===== config.mk =====
export PLATFORM = sky130hd
export DESIGN_NAME = bg_fade_pipe
export DESIGN_NICKNAME = d
export VERILOG_FILES = /design/src/rtl/bg_pkg.sv /design/src/rtl/frame_strobe.sv /design/src/rtl/bg_fade_pipe.sv
export SDC_FILE = /design/constraint.sdc
export NUM_CORES = 1
export LEC_CHECK = 0
export BUFFER_PORTS_ARGS = -buffer_cell sky130_fd_sc_hd__buf_2
export CORE_ASPECT_RATIO = 2
export CORE_MARGIN = 3
export CORE_UTILIZATION = 32
export CTS_CLUSTER_DIAMETER = 80
export DETAILED_ROUTE_END_ITERATION = 7
export HOLD_SLACK_MARGIN = 0.03
export PLACE_DENSITY_LB_ADDON = 0.05
export SYNTH_ARGS = -nofsm -noshare
export SYNTH_HDL_FRONTEND = slang
export SYNTH_HIERARCHICAL = 1
export SYNTH_SLANG_ARGS = --single-unit

===== constraint.sdc =====
create_clock -name Clk -period 1.7 [get_ports Clk]
set_input_delay 0.255 -clock Clk [delete_from_list [all_inputs] [get_ports Clk]]
set_output_delay 0.255 -clock Clk [all_outputs]
set_load 0.02 [all_outputs]

===== src/rtl/bg_pkg.sv =====
// Shared types, widths and the per-channel brightness scaler for the background fade pipeline.
package bg_pkg;

    localparam int unsigned CH_W   = 8;
    localparam int unsigned LVL_W  = 5;
    localparam int unsigned STAT_W = 4;
    localparam int unsigned PROD_W = 13;

    localparam logic [LVL_W-1:0] FADE_LEVEL_MAX = LVL_W'(16);

    typedef enum logic [1:0] {
        DARK     = 2'd0,
        FADE_IN  = 2'd1,
        SHOWN    = 2'd2,
        FADE_OUT = 2'd3
    } fade_state_t;

    typedef struct packed {
        logic [CH_W-1:0] r;
        logic [CH_W-1:0] g;
        logic [CH_W-1:0] b;
    } rgb24_t;

    // (c * level) >> 4; level 16 reproduces c exactly, level 0 gives black
    function automatic logic [CH_W-1:0] scale_ch(input logic [CH_W-1:0] c,
                                                 input logic [LVL_W-1:0] lvl);
        logic [PROD_W-1:0] prod;
        prod = PROD_W'(c) * PROD_W'(lvl);
        return CH_W'(prod >> 4);
    endfunction

    function automatic rgb24_t scale_rgb(input rgb24_t c, input logic [LVL_W-1:0] lvl);
        rgb24_t o;
        o.r = scale_ch(c.r, lvl);
        o.g = scale_ch(c.g, lvl);
        o.b = scale_ch(c.b, lvl);
        return o;
    endfunction

endpackage


===== src/rtl/frame_strobe.sv =====
// Counts falling edges of vsync and emits a one-cycle tick every FADE_STEP_FRAMES frames.
module frame_strobe #(
    parameter int unsigned FADE_STEP_FRAMES = 2
) (
    input  logic i_clk,
    input  logic i_rst_n,
    input  logic i_vs,
    input  logic i_clr,
    output logic o_tick
);

    localparam int unsigned CNT_W = 4;

    logic             r_vs_d;
    logic [CNT_W-1:0] r_cnt;
    logic             r_tick;
    logic             w_fall;
    logic             w_last;

    assign w_fall = r_vs_d & ~i_vs;
    assign w_last = (r_cnt == CNT_W'(FADE_STEP_FRAMES - 1));
    assign o_tick = r_tick;

    // A state change restarts the frame count so every level holds for full steps
    always_ff @(posedge i_clk or negedge i_rst_n) begin
        if (!i_rst_n) begin
            r_vs_d <= 1'b0;
            r_cnt  <= '0;
            r_tick <= 1'b0;
        end else begin
            r_vs_d <= i_vs;
            r_tick <= 1'b0;
            if (i_clr) begin
                r_cnt <= '0;
            end else if (w_fall) begin
                if (w_last) begin
                    r_cnt  <= '0;
                    r_tick <= 1'b1;
                end else begin
                    r_cnt <= r_cnt + CNT_W'(1);
                end
            end
        end
    end

endmodule


===== src/rtl/bg_fade_pipe.sv =====
// Two-stage VGA output pipeline that fades the background page in and out.
// Build option: define BG_FADE_EN for the frame-stepped fade FSM; otherwise the background switches hard.
module bg_fade_pipe
    import bg_pkg::*;
#(
    parameter int unsigned       FADE_STEP_FRAMES = 2,
    parameter logic [STAT_W-1:0] BG_STATUS        = 4'b0001
) (
    input  logic              Clk,
    input  logic              Reset_n,
    input  logic [STAT_W-1:0] status,
    input  logic              is_background,
    input  logic [23:0]       bg_color,
    input  logic [23:0]       fg_color,
    input  logic              hs_in,
    input  logic              vs_in,
    input  logic              blank_n_in,
    output logic [CH_W-1:0]   VGA_R,
    output logic [CH_W-1:0]   VGA_G,
    output logic [CH_W-1:0]   VGA_B,
    output logic              VGA_HS,
    output logic              VGA_VS,
    output logic              VGA_BLANK_N,
    output logic [LVL_W-1:0]  fade_level,
    output logic              fade_busy
);

    if ((FADE_STEP_FRAMES < 1) || (FADE_STEP_FRAMES > 15)) begin : g_bad_step
        $error("FADE_STEP_FRAMES must be in 1..15");
    end

    logic [STAT_W-1:0] r1_status;
    logic              r1_is_bg;
    rgb24_t            r1_bg;
    rgb24_t            r1_fg;
    logic              r1_hs;
    logic              r1_vs;
    logic              r1_blank_n;

    logic [LVL_W-1:0]  r_level;
    logic              r_busy;
    logic              w_match;
    rgb24_t            w_bg_px;
    rgb24_t            w_px;

    assign w_match    = (r1_status == BG_STATUS);
    assign fade_level = r_level;
    assign fade_busy  = r_busy;

    always_ff @(posedge Clk or negedge Reset_n) begin
        if (!Reset_n) begin
            r1_status  <= '0;
            r1_is_bg   <= 1'b0;
            r1_bg      <= '0;
            r1_fg      <= '0;
            r1_hs      <= 1'b0;
            r1_vs      <= 1'b0;
            r1_blank_n <= 1'b0;
        end else begin
            r1_status  <= status;
            r1_is_bg   <= is_background;
            r1_bg      <= bg_color;
            r1_fg      <= fg_color;
            r1_hs      <= hs_in;
            r1_vs      <= vs_in;
            r1_blank_n <= blank_n_in;
        end
    end

`ifdef BG_FADE_EN
    fade_state_t      r_state;
    fade_state_t      w_state_nxt;
    logic [LVL_W-1:0] w_level_nxt;
    logic             w_tick;
    logic             w_state_chg;

    frame_strobe #(
        .FADE_STEP_FRAMES (FADE_STEP_FRAMES)
    ) u_strobe (
        .i_clk   (Clk),
        .i_rst_n (Reset_n),
        .i_vs    (r1_vs),
        .i_clr   (w_state_chg),
        .o_tick  (w_tick)
    );

    assign w_state_chg = (w_state_nxt != r_state);

    // Status decides direction first, so a coincident tick steps the new way
    always_comb begin
        w_state_nxt = r_state;
        w_level_nxt = r_level;
        case (r_state)
            DARK:     if (w_match)  w_state_nxt = FADE_IN;
            FADE_IN:  if (!w_match) w_state_nxt = FADE_OUT;
            SHOWN:    if (!w_match) w_state_nxt = FADE_OUT;
            FADE_OUT: if (w_match)  w_state_nxt = FADE_IN;
            default:                w_state_nxt = DARK;
        endcase
        if (w_tick) begin
            if ((w_state_nxt == FADE_IN) && (r_level < FADE_LEVEL_MAX)) begin
                w_level_nxt = r_level + LVL_W'(1);
            end else if ((w_state_nxt == FADE_OUT) && (r_level != '0)) begin
                w_level_nxt = r_level - LVL_W'(1);
            end
        end
        if ((w_state_nxt == FADE_IN) && (w_level_nxt == FADE_LEVEL_MAX)) begin
            w_state_nxt = SHOWN;
        end else if ((w_state_nxt == FADE_OUT) && (w_level_nxt == '0)) begin
            w_state_nxt = DARK;
        end
    end

    always_ff @(posedge Clk or negedge Reset_n) begin
        if (!Reset_n) begin
            r_state <= DARK;
            r_level <= '0;
            r_busy  <= 1'b0;
        end else begin
            r_state <= w_state_nxt;
            r_level <= w_level_nxt;
            r_busy  <= (w_state_nxt == FADE_IN) || (w_state_nxt == FADE_OUT);
        end
    end

    assign w_bg_px = scale_rgb(r1_bg, r_level);
`else
    always_ff @(posedge Clk or negedge Reset_n) begin
        if (!Reset_n) begin
            r_level <= '0;
            r_busy  <= 1'b0;
        end else begin
            r_level <= w_match ? FADE_LEVEL_MAX : '0;
            r_busy  <= 1'b0;
        end
    end

    // Keyed on the stage-1 status so the pixel and its page stay aligned
    assign w_bg_px = w_match ? r1_bg : '0;
`endif

    always_comb begin
        w_px = '0;
        if (r1_blank_n) begin
            w_px = r1_is_bg ? w_bg_px : r1_fg;
        end
    end

    always_ff @(posedge Clk or negedge Reset_n) begin
        if (!Reset_n) begin
            VGA_R       <= '0;
            VGA_G       <= '0;
            VGA_B       <= '0;
            VGA_HS      <= 1'b1;
            VGA_VS      <= 1'b1;
            VGA_BLANK_N <= 1'b0;
        end else begin
            VGA_R       <= w_px.r;
            VGA_G       <= w_px.g;
            VGA_B       <= w_px.b;
            VGA_HS      <= r1_hs;
            VGA_VS      <= r1_vs;
            VGA_BLANK_N <= r1_blank_n;
        end
    end

endmodule


==> flow_metrics.py <==
metrics = {
    "outcome": {
        "outcome": "completed",
    },
    "logic_synthesis": {
        "synth_cells": 125,
        "synth.avg_cell_area_um2": 20.0,
        "synth-edff-count": 0,
        "ys_warn_count": 6,
        "ys.flop_type": "dfrtp_1",
        "ys_top_cells_by_area": "dfrtp_1 (82%), a32o_2 (8.6%), dfstp_2 (2.1%)",
        "async_flop_share": 1.00,
        "ys_types": 14,
        "seq_area_frac_synth": 0.842,
        "synth_area_mm2": 0.00250,
        "yosysMostFrequentCell": "dfrtp_1",
        "synth_top_area_share": 0.821,
        "ys_ff_latch": 84,
        "synthTopCellsByCount": "dfrtp_1 (82), a32o_2 (19), buf_4 (5)",
        "yosysTopAreaCell": "dfrtp_1",
    },
    "drt": {
        "via_count": 1599,
        "antenna_left": 0,
        "drt_iter0_drc": 83,
        "dr.pass1.iters": 4,
        "wl_per_cell_um": 14.9,
        "wl_um": 5410,
        "viasPerCell": 4.39,
        "drc_errors": 0,
    },
    "final_layout": {
        "area_growth_pct": 52.2,
        "nets": 323,
        "n_antenna_cell": 0,
        "drive_gt1_frac": 0.463,
        "regArea_mm2": 0.00210,
        "fillCellCount": 659,
        "multi_input_area_um2": 330,
    },
    "floorplan": {
        "dieHeight_um": 131,
        "core-area_mm2": 0.00760,
        "start_util": 0.329,
        "rows": 45,
        "fp.dieArea_mm2": 0.00897,
        "die_w_um": 68.5,
        "ios": 91,
    },
    "clock_network": {
        "root_buffer": "clkbuf_16",
        "clock-sinks": 84,
        "clkTransAtPathRegs_ns": 0.06,
        "cts_buffers": 9,
        "clk_latency_ns": 0.32,
        "cts.repair.resized": 0,
        "cts_tree": "yes",
        "htreeDepth": 3,
        "clockBufferDepth": 2,
    },
    "sta": {
        "hold_slack_ns": 0.0434,
        "worstMarginPinSlew_ns": 1.06,
        "period_minus_slack_ns": 1.57,
        "fin_crit_sh": 0.924,
        "max_slew_margin": 0.289,
        "final_max_slew_viol_count": 0,
        "fin_setup_tns_ns": 0,
        "setup_viol": 0,
        "hold_viol": 0,
        "max_clock_freq_ghz": 0.636,
        "finClkSkew_ns": 0.00288,
        "rsz0062_at_grt": "no",
    },
    "worst_setup_path": {
        "setup.worst_path.class": "flip-flop to flip-flop",
        "start_kind": "flip-flop",
        "cp_max_fo": 23,
        "r2r_start": "r1_is_bg",
        "required_ns": 1.96,
        "startpoint": "r1_is_bg",
        "cp-end-kind": "flip-flop",
        "crit_arrival_ns": 1.83,
    },
    "global_route": {
        "antenna_found_initial": 0,
        "grt_pass1_wl_um": 8340,
        "first_global_vias": 1738,
        "grt_max_degree": 33,
        "grt_overflow": 0,
        "groute.usage.overall": 0.134,
    },
    "power_and_ir_drop": {
        "p_leak_nw": 1.96,
        "powerDensity_mw_per_mm2": 1130,
        "ir_worst_vdd_v": 0.000579,
    },
    "placed_design": {
        "dp_hpwl_um": 3410,
        "gp_congestion": 0.692,
        "port_buffers": 85,
    },
    "flow_run": {
        "maxCapViolations": 0,
    },
    "min_path": {
        "min_from": "fg_color[7]",
        "hold_path.class": "primary input to flip-flop",
    },
}
[flip-flops by register name, summed over array words and instances, names as in the netlist]
name         cells
VGA_R            8
VGA_G            8
VGA_B            8
VGA_VS           1
r1_is_bg         1
VGA_HS           1
r1_fg           24
VGA_BLANK_N      1
r1_vs            1
r1_hs            1
r1_blank_n       1
r1_bg           24
r1_status        4
fade_level       1
[cell type report]
| class | instances | area share |
|---|---|---|
| timing repair buffer | 137 | 0.254 |
| clock inverter | 5 | 0.0138 |
| tap | 94 | 0.0309 |
| clock buffer | 11 | 0.0612 |
| multi-input combinational | 33 | 0.0868 |
| sequential | 84 | 0.553 |
[power breakdown]
group | switching [mW] | internal, mW
clock | 0.702 | 1.13
combinational | 0.162 | 0.175
sequential | 0.0304 | 2.10
[worst max-delay path: stages (launching register included)]
cell and delay (ns):
dfrtp_1 0.39, and2_1 0.79, a32o_2 0.31
[through the flow]
stage	instances	setup slack (ns)	instance area, um^2	util	power [mW]
2_1_floorplan	129	0.501	2510	-	2.26
3_3_place_gp	299	0.132	3030	0.398	2.41
3_5_place_dp	299	0.101	3030	0.398	2.42
4_1_cts	361	0.0716	3770	0.496	4.36
5_1_grt	364	0.0123	3800	0.500	4.50
6_report	364	0.128	3800	0.500	4.30
[path summary, 6_finish.rpt]
| check | slack, ns | cells after the start | end |
|---|---|---|---|
| min | 0.04 | 1 | r1_fg[7] |
| min in group asynchronous | 0.41 | 2 | r1_bg[5] |
| min reg2reg | 0.35 | 0 | VGA_VS |
| max | 0.13 | 2 | VGA_R[3] |
| max in group asynchronous | 0.71 | 3 | VGA_VS |
| max reg2reg | 0.13 | 2 | VGA_R[3] |
[cell usage in the layout (no fill, tap or decap), drive strengths merged]
cell type and count:
bufinv 1, a32o 23, nor4b 1, and2 1, clkinv 3, buf 88
dfrtp 82, nor2b 1, conb 5, dfstp 2, dlygate4sd3 49, and3b 1
clkbuf 11, a41o 1, clkinvlp 1
[repair_timing]
action                    4_1_cts  5_1_grt
hold buffers                   46        3
buffers inserted                0        0
hold endpoints to repair       75        3
[layer usage]
layer	track usage	routed length (um)
met3	0.0488	311
met4	0.0703	78
met1	0.139	1920
met2	0.229	3100
met5	0	0
[cell families after synthesis]
logic type      Yosys count  synth area share
compound gates           24             0.106
buf+inv                  12            0.0330
simple gates              4            0.0180
flops                    84             0.842
other cells               1           0.00150
(Power assumes the default switching activity.)
